<file path="src/rtl/apb3_periph_pkg.sv">
`default_nettype none
// ============================================================================
// Module      : apb3_periph_pkg
// Description : Shared definitions for the APB3 user peripheral: register
//               word offsets, APB slave FSM state encoding and the constant
//               returned by the ID register.
// Revision    : 1.0 - initial release
// ============================================================================
package apb3_periph_pkg;

    // Word index taken from PADDR[4:2]
    localparam logic [2:0] c_word_out     = 3'd0;  // 0x00 OUT      RW
    localparam logic [2:0] c_word_raw     = 3'd1;  // 0x04 RAW      RO
    localparam logic [2:0] c_word_enable  = 3'd2;  // 0x08 ENABLE   RW
    localparam logic [2:0] c_word_pending = 3'd3;  // 0x0C PENDING  RO/W1C
    localparam logic [2:0] c_word_mode    = 3'd4;  // 0x10 MODE     RW
    localparam logic [2:0] c_word_force   = 3'd5;  // 0x14 FORCE    WO
    localparam logic [2:0] c_word_id      = 3'd6;  // 0x18 ID       RO

    localparam logic [31:0] c_id_value = 32'h0A50_0002;

    typedef enum logic [1:0] {
        ST_IDLE   = 2'd0,
        ST_SETUP  = 2'd1,
        ST_ACCESS = 2'd2
    } apb_state_t;

endpackage
`default_nettype wire

</file>
<file path="src/rtl/apb3_irq_slave_if.sv">
`default_nettype none
// ============================================================================
// Module      : apb3_irq_slave_if
// Description : APB3 bus bundle between a master and the interrupt slave.
//               master modport drives PADDR/PSEL/PENABLE/PWRITE/PWDATA,
//               slave modport drives PREADY/PRDATA/PSLVERROR.
// Revision    : 1.0 - initial release
// ============================================================================
interface apb3_irq_slave_if #(
    parameter int ADDR_WIDTH = 12,
    parameter int DATA_WIDTH = 32
);
    logic [ADDR_WIDTH-1:0] PADDR;
    logic                  PSEL;
    logic                  PENABLE;
    logic                  PWRITE;
    logic [DATA_WIDTH-1:0] PWDATA;
    logic                  PREADY;
    logic [DATA_WIDTH-1:0] PRDATA;
    logic                  PSLVERROR;

    modport master (
        output PADDR, PSEL, PENABLE, PWRITE, PWDATA,
        input  PREADY, PRDATA, PSLVERROR
    );

    modport slave (
        input  PADDR, PSEL, PENABLE, PWRITE, PWDATA,
        output PREADY, PRDATA, PSLVERROR
    );
endinterface
`default_nettype wire

</file>
<file path="src/rtl/apb3_irq_chan.sv">
`default_nettype none
// ============================================================================
// Module      : apb3_irq_chan
// Description : One interrupt channel: two-flop synchroniser, rising-edge
//               detector and sticky pending bit.
// Ports       : clk, rst      - clock / synchronous active-high reset
//               irq_async     - asynchronous interrupt source
//               edge_mode     - 1 = rising edge, 0 = level
//               clear         - W1C strobe (single cycle)
//               force_set     - software set strobe (single cycle)
//               raw           - synchronised source level
//               pending       - pending flag
// Revision    : 1.0 - initial release
// ============================================================================
module apb3_irq_chan (
    input  logic clk,
    input  logic rst,
    input  logic irq_async,
    input  logic edge_mode,
    input  logic clear,
    input  logic force_set,
    output logic raw,
    output logic pending
);
    logic r_sync1;
    logic r_sync2;
    logic r_prev;
    logic r_pending;
    logic w_set;

    assign w_set = (edge_mode ? (r_sync2 & ~r_prev) : r_sync2) | force_set;

    always_ff @(posedge clk) begin
        if (rst) begin
            r_sync1   <= 1'b0;
            r_sync2   <= 1'b0;
            r_prev    <= 1'b0;
            r_pending <= 1'b0;
        end else begin
            r_sync1   <= irq_async;
            r_sync2   <= r_sync1;
            r_prev    <= r_sync2;
            // A set in the same cycle as a clear wins so no event is lost.
            r_pending <= (r_pending & ~clear) | w_set;
        end
    end

    assign raw     = r_sync2;
    assign pending = r_pending;
endmodule
`default_nettype wire

</file>
<file path="src/rtl/apb3_irq_slave.sv">
`default_nettype none
// ============================================================================
// Module      : apb3_irq_slave
// Description : APB3 user peripheral aggregating NUM_IRQ interrupt sources
//               into apb3Interrupt, with a RW output register and
//               programmable APB wait states.
// Ports       : io_systemClk/io_systemReset - clock, sync active-high reset
//               apb           - APB3 slave bundle
//               irqIn         - asynchronous interrupt sources
//               apb3Out       - user output register
//               apb3Interrupt - registered OR of (pending & enable)
// Revision    : 1.0 - initial release
// ============================================================================
module apb3_irq_slave
    import apb3_periph_pkg::*;
#(
    parameter int                    ADDR_WIDTH  = 12,
    parameter int                    DATA_WIDTH  = 32,
    parameter int                    NUM_IRQ     = 8,
    parameter int                    OUT_WIDTH   = 16,
    parameter int                    WAIT_STATES = 0,
    parameter logic [DATA_WIDTH-1:0] ID_VALUE    = DATA_WIDTH'(c_id_value)
) (
    input  logic                 io_systemClk,
    input  logic                 io_systemReset,
    apb3_irq_slave_if.slave      apb,
    input  logic [NUM_IRQ-1:0]   irqIn,
    output logic [OUT_WIDTH-1:0] apb3Out,
    output logic                 apb3Interrupt
);
    localparam logic [3:0] c_wait_load = 4'(WAIT_STATES);

    apb_state_t            r_state;
    apb_state_t            w_state_next;
    logic [3:0]            r_wait_cnt;
    logic [3:0]            w_wait_next;
    logic                  w_ready;
    logic                  w_setup;
    logic                  w_access;
    logic [2:0]            w_word;
    logic                  w_addr_ok;
    logic                  w_wr;
    logic [DATA_WIDTH-1:0] w_rdata;

    logic [OUT_WIDTH-1:0]  r_out;
    logic [NUM_IRQ-1:0]    r_enable;
    logic [NUM_IRQ-1:0]    r_mode;
    logic                  r_irq;
    logic [NUM_IRQ-1:0]    w_raw;
    logic [NUM_IRQ-1:0]    w_pending;
    logic [NUM_IRQ-1:0]    w_clear;
    logic [NUM_IRQ-1:0]    w_force;
    logic                  w_unused;

    assign w_setup  = apb.PSEL & ~apb.PENABLE;
    assign w_access = apb.PSEL &  apb.PENABLE;

    // SETUP means "setup phase seen last cycle", so the first ACCESS cycle
    // is already handled here; PREADY fires there when no waits remain.
    always_comb begin
        w_state_next = r_state;
        w_wait_next  = r_wait_cnt;
        w_ready      = 1'b0;
        case (r_state)
            ST_IDLE: begin
                if (w_setup) begin
                    w_state_next = ST_SETUP;
                    w_wait_next  = c_wait_load;
                end
            end
            ST_SETUP, ST_ACCESS: begin
                if (w_access) begin
                    if (r_wait_cnt == 4'd0) begin
                        w_ready      = 1'b1;
                        w_state_next = ST_IDLE;
                    end else begin
                        w_wait_next  = r_wait_cnt - 4'd1;
                        w_state_next = ST_ACCESS;
                    end
                end else if (w_setup) begin
                    w_state_next = ST_SETUP;
                    w_wait_next  = c_wait_load;
                end else begin
                    // Master abandoned the transfer: nothing commits.
                    w_state_next = ST_IDLE;
                end
            end
            default: w_state_next = ST_IDLE;
        endcase
    end

    always_ff @(posedge io_systemClk) begin
        if (io_systemReset) begin
            r_state    <= ST_IDLE;
            r_wait_cnt <= 4'd0;
        end else begin
            r_state    <= w_state_next;
            r_wait_cnt <= w_wait_next;
        end
    end

    // Address decode: word offsets 0x00..0x18 inside the first 32 bytes.
    assign w_word    = apb.PADDR[4:2];
    assign w_addr_ok = (apb.PADDR[ADDR_WIDTH-1:5] == '0) && (w_word != 3'd7);
    assign w_wr      = w_ready & apb.PWRITE & w_addr_ok;

    always_comb begin
        w_rdata = '0;
        case (w_word)
            c_word_out:     w_rdata[OUT_WIDTH-1:0] = r_out;
            c_word_raw:     w_rdata[NUM_IRQ-1:0]   = w_raw;
            c_word_enable:  w_rdata[NUM_IRQ-1:0]   = r_enable;
            c_word_pending: w_rdata[NUM_IRQ-1:0]   = w_pending;
            c_word_mode:    w_rdata[NUM_IRQ-1:0]   = r_mode;
            c_word_id:      w_rdata                = ID_VALUE;
            default:        w_rdata                = '0;
        endcase
    end

    assign apb.PREADY    = w_ready;
    assign apb.PRDATA    = (w_ready && w_addr_ok) ? w_rdata : '0;
    assign apb.PSLVERROR = w_ready & ~w_addr_ok;

    always_ff @(posedge io_systemClk) begin
        if (io_systemReset) begin
            r_out    <= '0;
            r_enable <= '0;
            r_mode   <= '0;
            r_irq    <= 1'b0;
        end else begin
            if (w_wr && (w_word == c_word_out))    r_out    <= apb.PWDATA[OUT_WIDTH-1:0];
            if (w_wr && (w_word == c_word_enable)) r_enable <= apb.PWDATA[NUM_IRQ-1:0];
            if (w_wr && (w_word == c_word_mode))   r_mode   <= apb.PWDATA[NUM_IRQ-1:0];
            r_irq <= |(w_pending & r_enable);
        end
    end

    assign w_clear = (w_wr && (w_word == c_word_pending)) ? apb.PWDATA[NUM_IRQ-1:0] : '0;
    assign w_force = (w_wr && (w_word == c_word_force))   ? apb.PWDATA[NUM_IRQ-1:0] : '0;

    generate
        for (genvar i = 0; i < NUM_IRQ; i++) begin : g_chan
            apb3_irq_chan u_chan (
                .clk       (io_systemClk),
                .rst       (io_systemReset),
                .irq_async (irqIn[i]),
                .edge_mode (r_mode[i]),
                .clear     (w_clear[i]),
                .force_set (w_force[i]),
                .raw       (w_raw[i]),
                .pending   (w_pending[i])
            );
        end
    endgenerate

    assign apb3Out       = r_out;
    assign apb3Interrupt = r_irq;

    // Byte-lane bits and write-data bits above the register widths are ignored.
    assign w_unused = ^{apb.PADDR[1:0], apb.PWDATA};
endmodule
`default_nettype wire

</file>
<file path="src/flat_wrapper.sv">
// flat-port wrapper written by rule: the top's interface ports become plain ports
module apb3_irq_slave_flat import apb3_periph_pkg::*;
#(
    parameter int                    ADDR_WIDTH  = 12,
    parameter int                    DATA_WIDTH  = 32,
    parameter int                    NUM_IRQ     = 8,
    parameter int                    OUT_WIDTH   = 16,
    parameter int                    WAIT_STATES = 0,
    parameter logic [DATA_WIDTH-1:0] ID_VALUE    = DATA_WIDTH'(c_id_value)
)
  (io_systemClk, io_systemReset, irqIn, apb3Out, apb3Interrupt, apb_PADDR, apb_PSEL, apb_PENABLE, apb_PWRITE, apb_PWDATA, apb_PREADY, apb_PRDATA, apb_PSLVERROR);
  apb3_irq_slave_if #(.ADDR_WIDTH(ADDR_WIDTH), .DATA_WIDTH(DATA_WIDTH)) apb_i ();
  input  logic io_systemClk;
  input  logic io_systemReset;
  input  logic [NUM_IRQ-1:0] irqIn;
  output logic [OUT_WIDTH-1:0] apb3Out;
  output logic apb3Interrupt;
  input wire logic [$bits(apb_i.PADDR)-1:0] apb_PADDR;
  input wire logic [$bits(apb_i.PSEL)-1:0] apb_PSEL;
  input wire logic [$bits(apb_i.PENABLE)-1:0] apb_PENABLE;
  input wire logic [$bits(apb_i.PWRITE)-1:0] apb_PWRITE;
  input wire logic [$bits(apb_i.PWDATA)-1:0] apb_PWDATA;
  output wire logic [$bits(apb_i.PREADY)-1:0] apb_PREADY;
  output wire logic [$bits(apb_i.PRDATA)-1:0] apb_PRDATA;
  output wire logic [$bits(apb_i.PSLVERROR)-1:0] apb_PSLVERROR;
  assign apb_i.PADDR = apb_PADDR;
  assign apb_i.PSEL = apb_PSEL;
  assign apb_i.PENABLE = apb_PENABLE;
  assign apb_i.PWRITE = apb_PWRITE;
  assign apb_i.PWDATA = apb_PWDATA;
  assign apb_PREADY = apb_i.PREADY;
  assign apb_PRDATA = apb_i.PRDATA;
  assign apb_PSLVERROR = apb_i.PSLVERROR;
  apb3_irq_slave #(.ADDR_WIDTH(ADDR_WIDTH), .DATA_WIDTH(DATA_WIDTH), .NUM_IRQ(NUM_IRQ), .OUT_WIDTH(OUT_WIDTH), .WAIT_STATES(WAIT_STATES), .ID_VALUE(ID_VALUE)) u_core (.io_systemClk(io_systemClk), .io_systemReset(io_systemReset), .apb(apb_i), .irqIn(irqIn), .apb3Out(apb3Out), .apb3Interrupt(apb3Interrupt));
endmodule
</file>
<file path="config.mk">
export PLATFORM = sky130hd
export DESIGN_NAME = apb3_irq_slave_flat
export DESIGN_NICKNAME = d
export VERILOG_FILES = /design/src/rtl/apb3_periph_pkg.sv /design/src/rtl/apb3_irq_slave_if.sv /design/src/rtl/apb3_irq_chan.sv /design/src/rtl/apb3_irq_slave.sv /design/src/flat_wrapper.sv
export SDC_FILE = /design/constraint.sdc
export NUM_CORES = 1
export LEC_CHECK = 0
export BUFFER_PORTS_ARGS = -buffer_cell sky130_fd_sc_hd__buf_2
export CORE_MARGIN = 3
export CORE_UTILIZATION = 39
export CTS_BUF_LIST = sky130_fd_sc_hd__clkbuf_8
export DETAILED_ROUTE_END_ITERATION = 10
export GPL_ROUTABILITY_DRIVEN = 1
export SETUP_SLACK_MARGIN = 0.5
export SYNTH_ARGS = -nofsm -noshare
export SYNTH_HDL_FRONTEND = slang
export SYNTH_SLANG_ARGS = --single-unit
export TNS_END_PERCENT = 50
</file>
<file path="constraint.sdc">
create_clock -name io_systemClk -period 3 [get_ports io_systemClk]
set_input_delay 0.15 -clock io_systemClk [delete_from_list [all_inputs] [get_ports io_systemClk]]
set_output_delay 0.15 -clock io_systemClk [all_outputs]
set_load 0.02 [all_outputs]
</file>
After elaboration in Yosys (flattened, before gate mapping) --
Cells that the tools add are included.
Word-level totals: word-level logic and storage cells 147, input bits 57, output and inout port bits 51, register bits 71
Cells by class: reduce and logical (&&, ||, !) cells 15, add/sub/neg operators 1, mux-type cells 26, bitwise logic cells 56, equal/unequal tests 11
Operators with widths (number):
- $pmux W8 S6 | 1
- $mux W28 | 1
- $mux W8 | 3
- $and A1 B1 Y1 | 21
- $not A1 Y1 | 18
- $or A1 B1 Y1 | 16
- $mux W1 | 12
- $mux W12 | 1
- $mux W4 | 3
- $eq A3 B3 Y1 const B | 3
- $and A8 B8 Y8 | 1
- $pmux W4 S2 | 1
- $reduce_or A8 Y1 | 1
- $logic_and A1 B1 Y1 | 7
- $logic_not A7 Y1 | 1
- $eq A3 B2 Y1 const B | 2
- $mux W2 | 3
- $ne A3 B3 Y1 const B | 2
- $logic_not A4 Y1 | 1
- $pmux W2 S2 | 1
- $sub A4 B1 Y4 const B | 1
- $eq A3 B1 Y1 const B | 1
- $logic_not A3 Y1 | 1
- $eq A2 B1 Y1 const B | 1
- other kinds (6) | 6

Depth between registers and ports, before layout --
depth after elaboration 11, mapped depth 8, mapped depth without buffers 7

By module --
A second synthesis with hierarchy kept.
Second synthesis, totals: cell total of the unflattened synthesis 390, area, all modules 3485.8 um^2
By module, submodules not included:
- apb3_irq_slave | cells an instance 302, sequential area each 780.7 um^2, area an instance 2484.9 um^2, instances 1
- apb3_irq_chan | cells an instance 11, sequential area each 80.1 um^2, area an instance 125.1 um^2, instances 8

Least setup slack after synthesis --
OpenSTA, ideal clock, no wires.
path type register to output, start point register u_core.r_wait_cnt[0], end point output port apb_PRDATA[10], data required time 2.850 ns, cell stages (with the launch flop) 8, arrival time 2.087 ns, setup slack 0.763 ns, path buffers 1, cells stage by stage dfxtp_1 -> inv_1 -> ha_1 -> or3b_4 -> or4_4 -> buf_6 -> nor4_4 -> and2_1
Between the ends: cells in the longest elaborated chain, start to end 6
Ends and longest elaborated chain:
- start: declaration | line apb3_irq_slave.sv:35 | logic [3:0] r_wait_cnt;
- start signal: assignment | line apb3_irq_slave.sv:98 | r_wait_cnt <= w_wait_next;
- $logic_not A4 Y1 | line apb3_irq_slave.sv:73 | if (r_wait_cnt == 4'd0) begin
- $mux W1 | line apb3_irq_slave.sv:73
- $mux W1 | line apb3_irq_slave.sv:72 | if (w_access) begin
- $mux W1 | line apb3_irq_slave.sv:64 | case (r_state)
- $logic_and A1 B1 Y1 | line apb3_irq_slave.sv:121 | assign apb.PRDATA = (w_ready && w_addr_ok) ? w_rdata : '0;
- $mux W28 | line apb3_irq_slave.sv:121
- end: declaration | line flat_wrapper.sv:24 | output wire logic [$bits(apb_i.PRDATA)-1:0] apb_PRDATA;
No other way between the ends.

Worst setup path after layout --
start point register u_core.r_wait_cnt[1], end point output port apb_PRDATA[9]
The elaborated chain is that of the path after synthesis.

==> metrics.md <==
| Metric | Value |
|---|---|
| Pwr/cell area | 437 nW/um2 |
| Number of synthesized flops with an enable pin | 0 |
| Leading register cell type out of synthesis | dfxtp_1 |
| Critical-path cell with the highest stage delay | or4_4 |
| Category of the critical setup timing path | register to output pin |
| Internal power component | 0.00139 W |
| Drt wl/cell | 16.0 um |
| Std cell rows | 33 |
| Post-route clock period utilization | 82.2% |
| Starting density of the core | 41.2% |
| Total Negative Setup Slacks | 0 ns |
| Simple-gate area share of the yosys netlist | 26.4% |
| Portion of total power attributed to the clock network | 38.8% |
| Number of distinct standard cells referenced by the synthesized netlist | 49 |
| Area share of the largest cell type after synthesis | 40.7% |
| Buffers & Inverters on Critical Path | 3 |
| Violation count after the first detailed-route iteration | 204 |
| Switching power summed over all nets | 0.000512 W |
| First-pass GRT wire length | 15,600 um |
| Time the worst path needs with I/O delays and setup | 2.47 ns |
| CP startpoint kind | register |
| Final max-slew violation count | 0 |
| Portion of total power attributed to combinational logic | 10.1% |
| Complex-gate fraction of the synthesized area | 17.3% |
| Total clock sinks | 71 |
| Number of buffers created by CTS | 9 |
| Start point of the worst hold path | irqIn[0] |
| Maxcap violations | 0 |
| Ordered list of cells on the worst path | inv_2, ha_4, or3b_4, or4_4, nor4_4, buf_6, and2_4, buf_6 |
| CTS tree | done |
| Switch share | 26.8% |
| Status | finished clean |
| Clock insertion delay at the later pin of the skew report | 0.35 ns |
| Die area | 10,100 um2 |
| Finish-stage setup viols | 0 |
| Worst min-delay path category | input pin to register |
| Filler Cells Inserted | 811 |
| Largest net degree at the start of global routing | 42 |
| Dominant combinational cell family by area after synthesis | simple AND/OR/NAND/NOR gates |
| Type of destination of the critical path | output pin |
| Post-DP HPWL | 6330 um |
| Maximum clock frequency | 405 MHz |
| Arrival time at the worst endpoint | 2.32 ns |
| Number of optimization iterations in the first detailed-route pass | 4 |
| Number of antenna violations at the first check in global routing | 0 |
| Relative contribution of sequential cells to total power | 51.1% |
| X dimension of the die | 101 um |
| I/O Buffers | 77 |
| Hold Fails Final Rpt | 0 |
| Data required time at the worst endpoint | 2.85 ns |
| Maximum buffer depth of the clock tree | 2 |
| RSZ-0062 raised after global routing | yes |
| Diode insertion count for antenna repair | 0 |
| Adder and majority gate portion of the synthesized area | 1.43% |
| Post-synthesis cell type with the largest combined area | dfxtp_1 |
| Cell family with most CP delay | simple AND/OR/NAND/NOR gates |
| Cell count after synthesis | 407 |
| Multiplexer share of the synthesized area | 6.88% |
| Slew headroom | 53.6% |
| Clock root buffer | clkbuf_8 |
| DR vias/cell | 5.45 |
| Fraction of synthesized cell area in xor and xnor cells | 0% |
| Largest fanout on the critical path | 8 |
| Total vias in the final route | 3,281 |
| Synth warnings | 0 |
| Post-layout net count | 553 |
| Post-synthesis cell area | 3490 um2 |
| Ratio of cells with drive above 1 in the final layout | 30.0% |
| Total track usage | 19.4% |
| Number of levels the H-tree was split into | 3 |
| Number of synthesized register bits | 71 |
| Fin Clk Skew | 0.00855 ns |
| Residual DRC | 0 |
| Post-synth ARST share | 0% |
| Peak supply drop | 0.292 mV |
| Transition time at the pin with the least slew margin | 0.696 ns |
| Seq/Total Area, Yosys | 40.7% |
| Final GP Congestion | 0.793 |
| Mean instance size in the synthesized netlist | 8.58 um2 |
| Area of the placeable core | 8460 um2 |
| Start of the worst register-to-register path | u_core.r_wait_cnt[1] |
| Boundary pin count | 108 |
| Post-route ant nets | 0 |
| Via count of the first global-routing pass | 3,107 |
| Global-route congestion overflow total | 0 |
| Relative area change from synthesis to final layout | 25.0% |
| Final core occ | 51.6% |
| Leakage power of the design | 1.75 nW |
| Total Wirelength | 9660 um |
| Largest stage delay, worst path | 0.46 ns |
| Top post-synthesis cells by area | dfxtp_1, nand3_1, nor2b_1, o21ai_1, mux2i_1 |
| Clock transition at path regs | 0.08 ns |
| Worst Setup SP | u_core.r_wait_cnt[1] |
| Die boundary height | 101 um |
| Cell occurring most often along the worst timing path | buf_6 |
## routing by layer
layer  vias up  global-route usage (%)  routed length (um)
li1       1589                       -                   -
met1      1583                    25.2                4080
met2        96                    32.0                4850
met3        13                    4.08                 614
met4         0                    6.11                 116
met5         -                       0                   0
## registers in the layout (all words and copies together) (netlist names)
register,count
u_core.apb3Out,16
u_core.g_chan.u_chan.raw,8
u_core.r_enable,8
u_core.r_mode,8
u_core.g_chan.u_chan.r_prev,8
u_core.apb3Interrupt,1
u_core.g_chan.u_chan.r_sync1,8
u_core.g_chan.u_chan.pending,8
u_core.r_wait_cnt,4
u_core.r_state,2
## final timing paths
kind                                      to  slack [ns]  cells past startpoint
max                            apb_PRDATA[9]        0.53                      8
min          u_core.g_chan[0].u_chan.r_sync1       0.006                      2
max reg2reg               u_core.apb3Out[10]        0.79                      7
min reg2reg      u_core.g_chan[2].u_chan.raw        0.44                      1
## synthesized netlist by cell type, types with 7 or more instances
master / count
nor2_1: 13
and2_1: 8
nor2b_1: 28
clkbuf_1: 17
nand2b_1: 18
nand3_1: 47
a21oi_1: 29
mux2_2: 7
a2bb2oi_1: 12
a31oi_1: 10
buf_4: 15
o21ai_1: 34
nand2_1: 23
dfxtp_1: 71
mux2i_1: 15
## metrics by stage
stage | cell area, um2 | hold WS (ns) | setup slack, ns | cells | total power, W
detailed placement | 3900 | 0.366 | 0.448 | 568 | 0.00117
CTS | 4330 | 0.00284 | 0.438 | 600 | 0.00192
global placement | 3900 | 0.359 | 0.496 | 568 | 0.00117
floorplan | 3530 | 0.278 | 0.763 | 418 | 0.00111
finish | 4360 | 0.00575 | 0.533 | 602 | 0.00191
global route | 4360 | 0.0128 | 0.397 | 602 | 0.00200
## timing repair
item / CTS / global route
hold buffers: 5 / 0
endpoints found under the setup margin: 18 / 28
cloned: 1 / 0
gates resized for setup: 37 / 2
pin swaps: 12 / 2
setup buffers: 10 / 2
hold endpoints to repair: 5 / 0
## placed cells by master, fill, tap and decap left out, types with 3 or more instances in the layout
cell	n
nand2b_1	18
dfxtp_1	67
nand3_1	44
mux2i_1	15
buf_4	21
buf_6	9
nor2b_1	28
a2bb2oi_1	12
buf_2	69
conb_1	12
nand2_1	23
nor2_1	13
mux2_2	7
dfxtp_2	4
inv_1	3
and2_4	8
a31oi_1	10
a22oi_1	5
clkbuf_8	11
a21oi_1	29
o21ai_1	34
dlygate4sd3_1	5
inv_2	3
## final cells by class
| class | count | area (um2) | share of cell area (%) |
|---|---|---|---|
| multi-input cells | 300 | 1940 | 44.4 |
| flip-flops and latches | 71 | 1430 | 32.7 |
| repair buffers | 104 | 654 | 15.0 |
| clock buffers | 11 | 151 | 3.47 |
| well taps | 105 | 131 | 3.01 |
| clock inverters | 5 | 41.3 | 0.946 |
| inverters | 6 | 22.5 | 0.516 |
## power by group through the flow
stage	registers (W)	clock network (W)	logic, W
6_report	0.000974	0.000740	0.000193
3_3_place_gp	0.000996	0	0.000169
5_1_grt	0.000977	0.000808	0.000212
3_5_place_dp	0.000996	0	0.000171
2_1_floorplan	0.000993	0	0.000121
4_1_cts	0.000974	0.000756	0.000191
## kinds of logic after synthesis
kind of cell	Yosys count
other cells	1
flops	71
fa+ha+maj	4
mux	23
buf+inv	48
compound gates	101
simple gates	159
(Power assumes the default switching activity.)
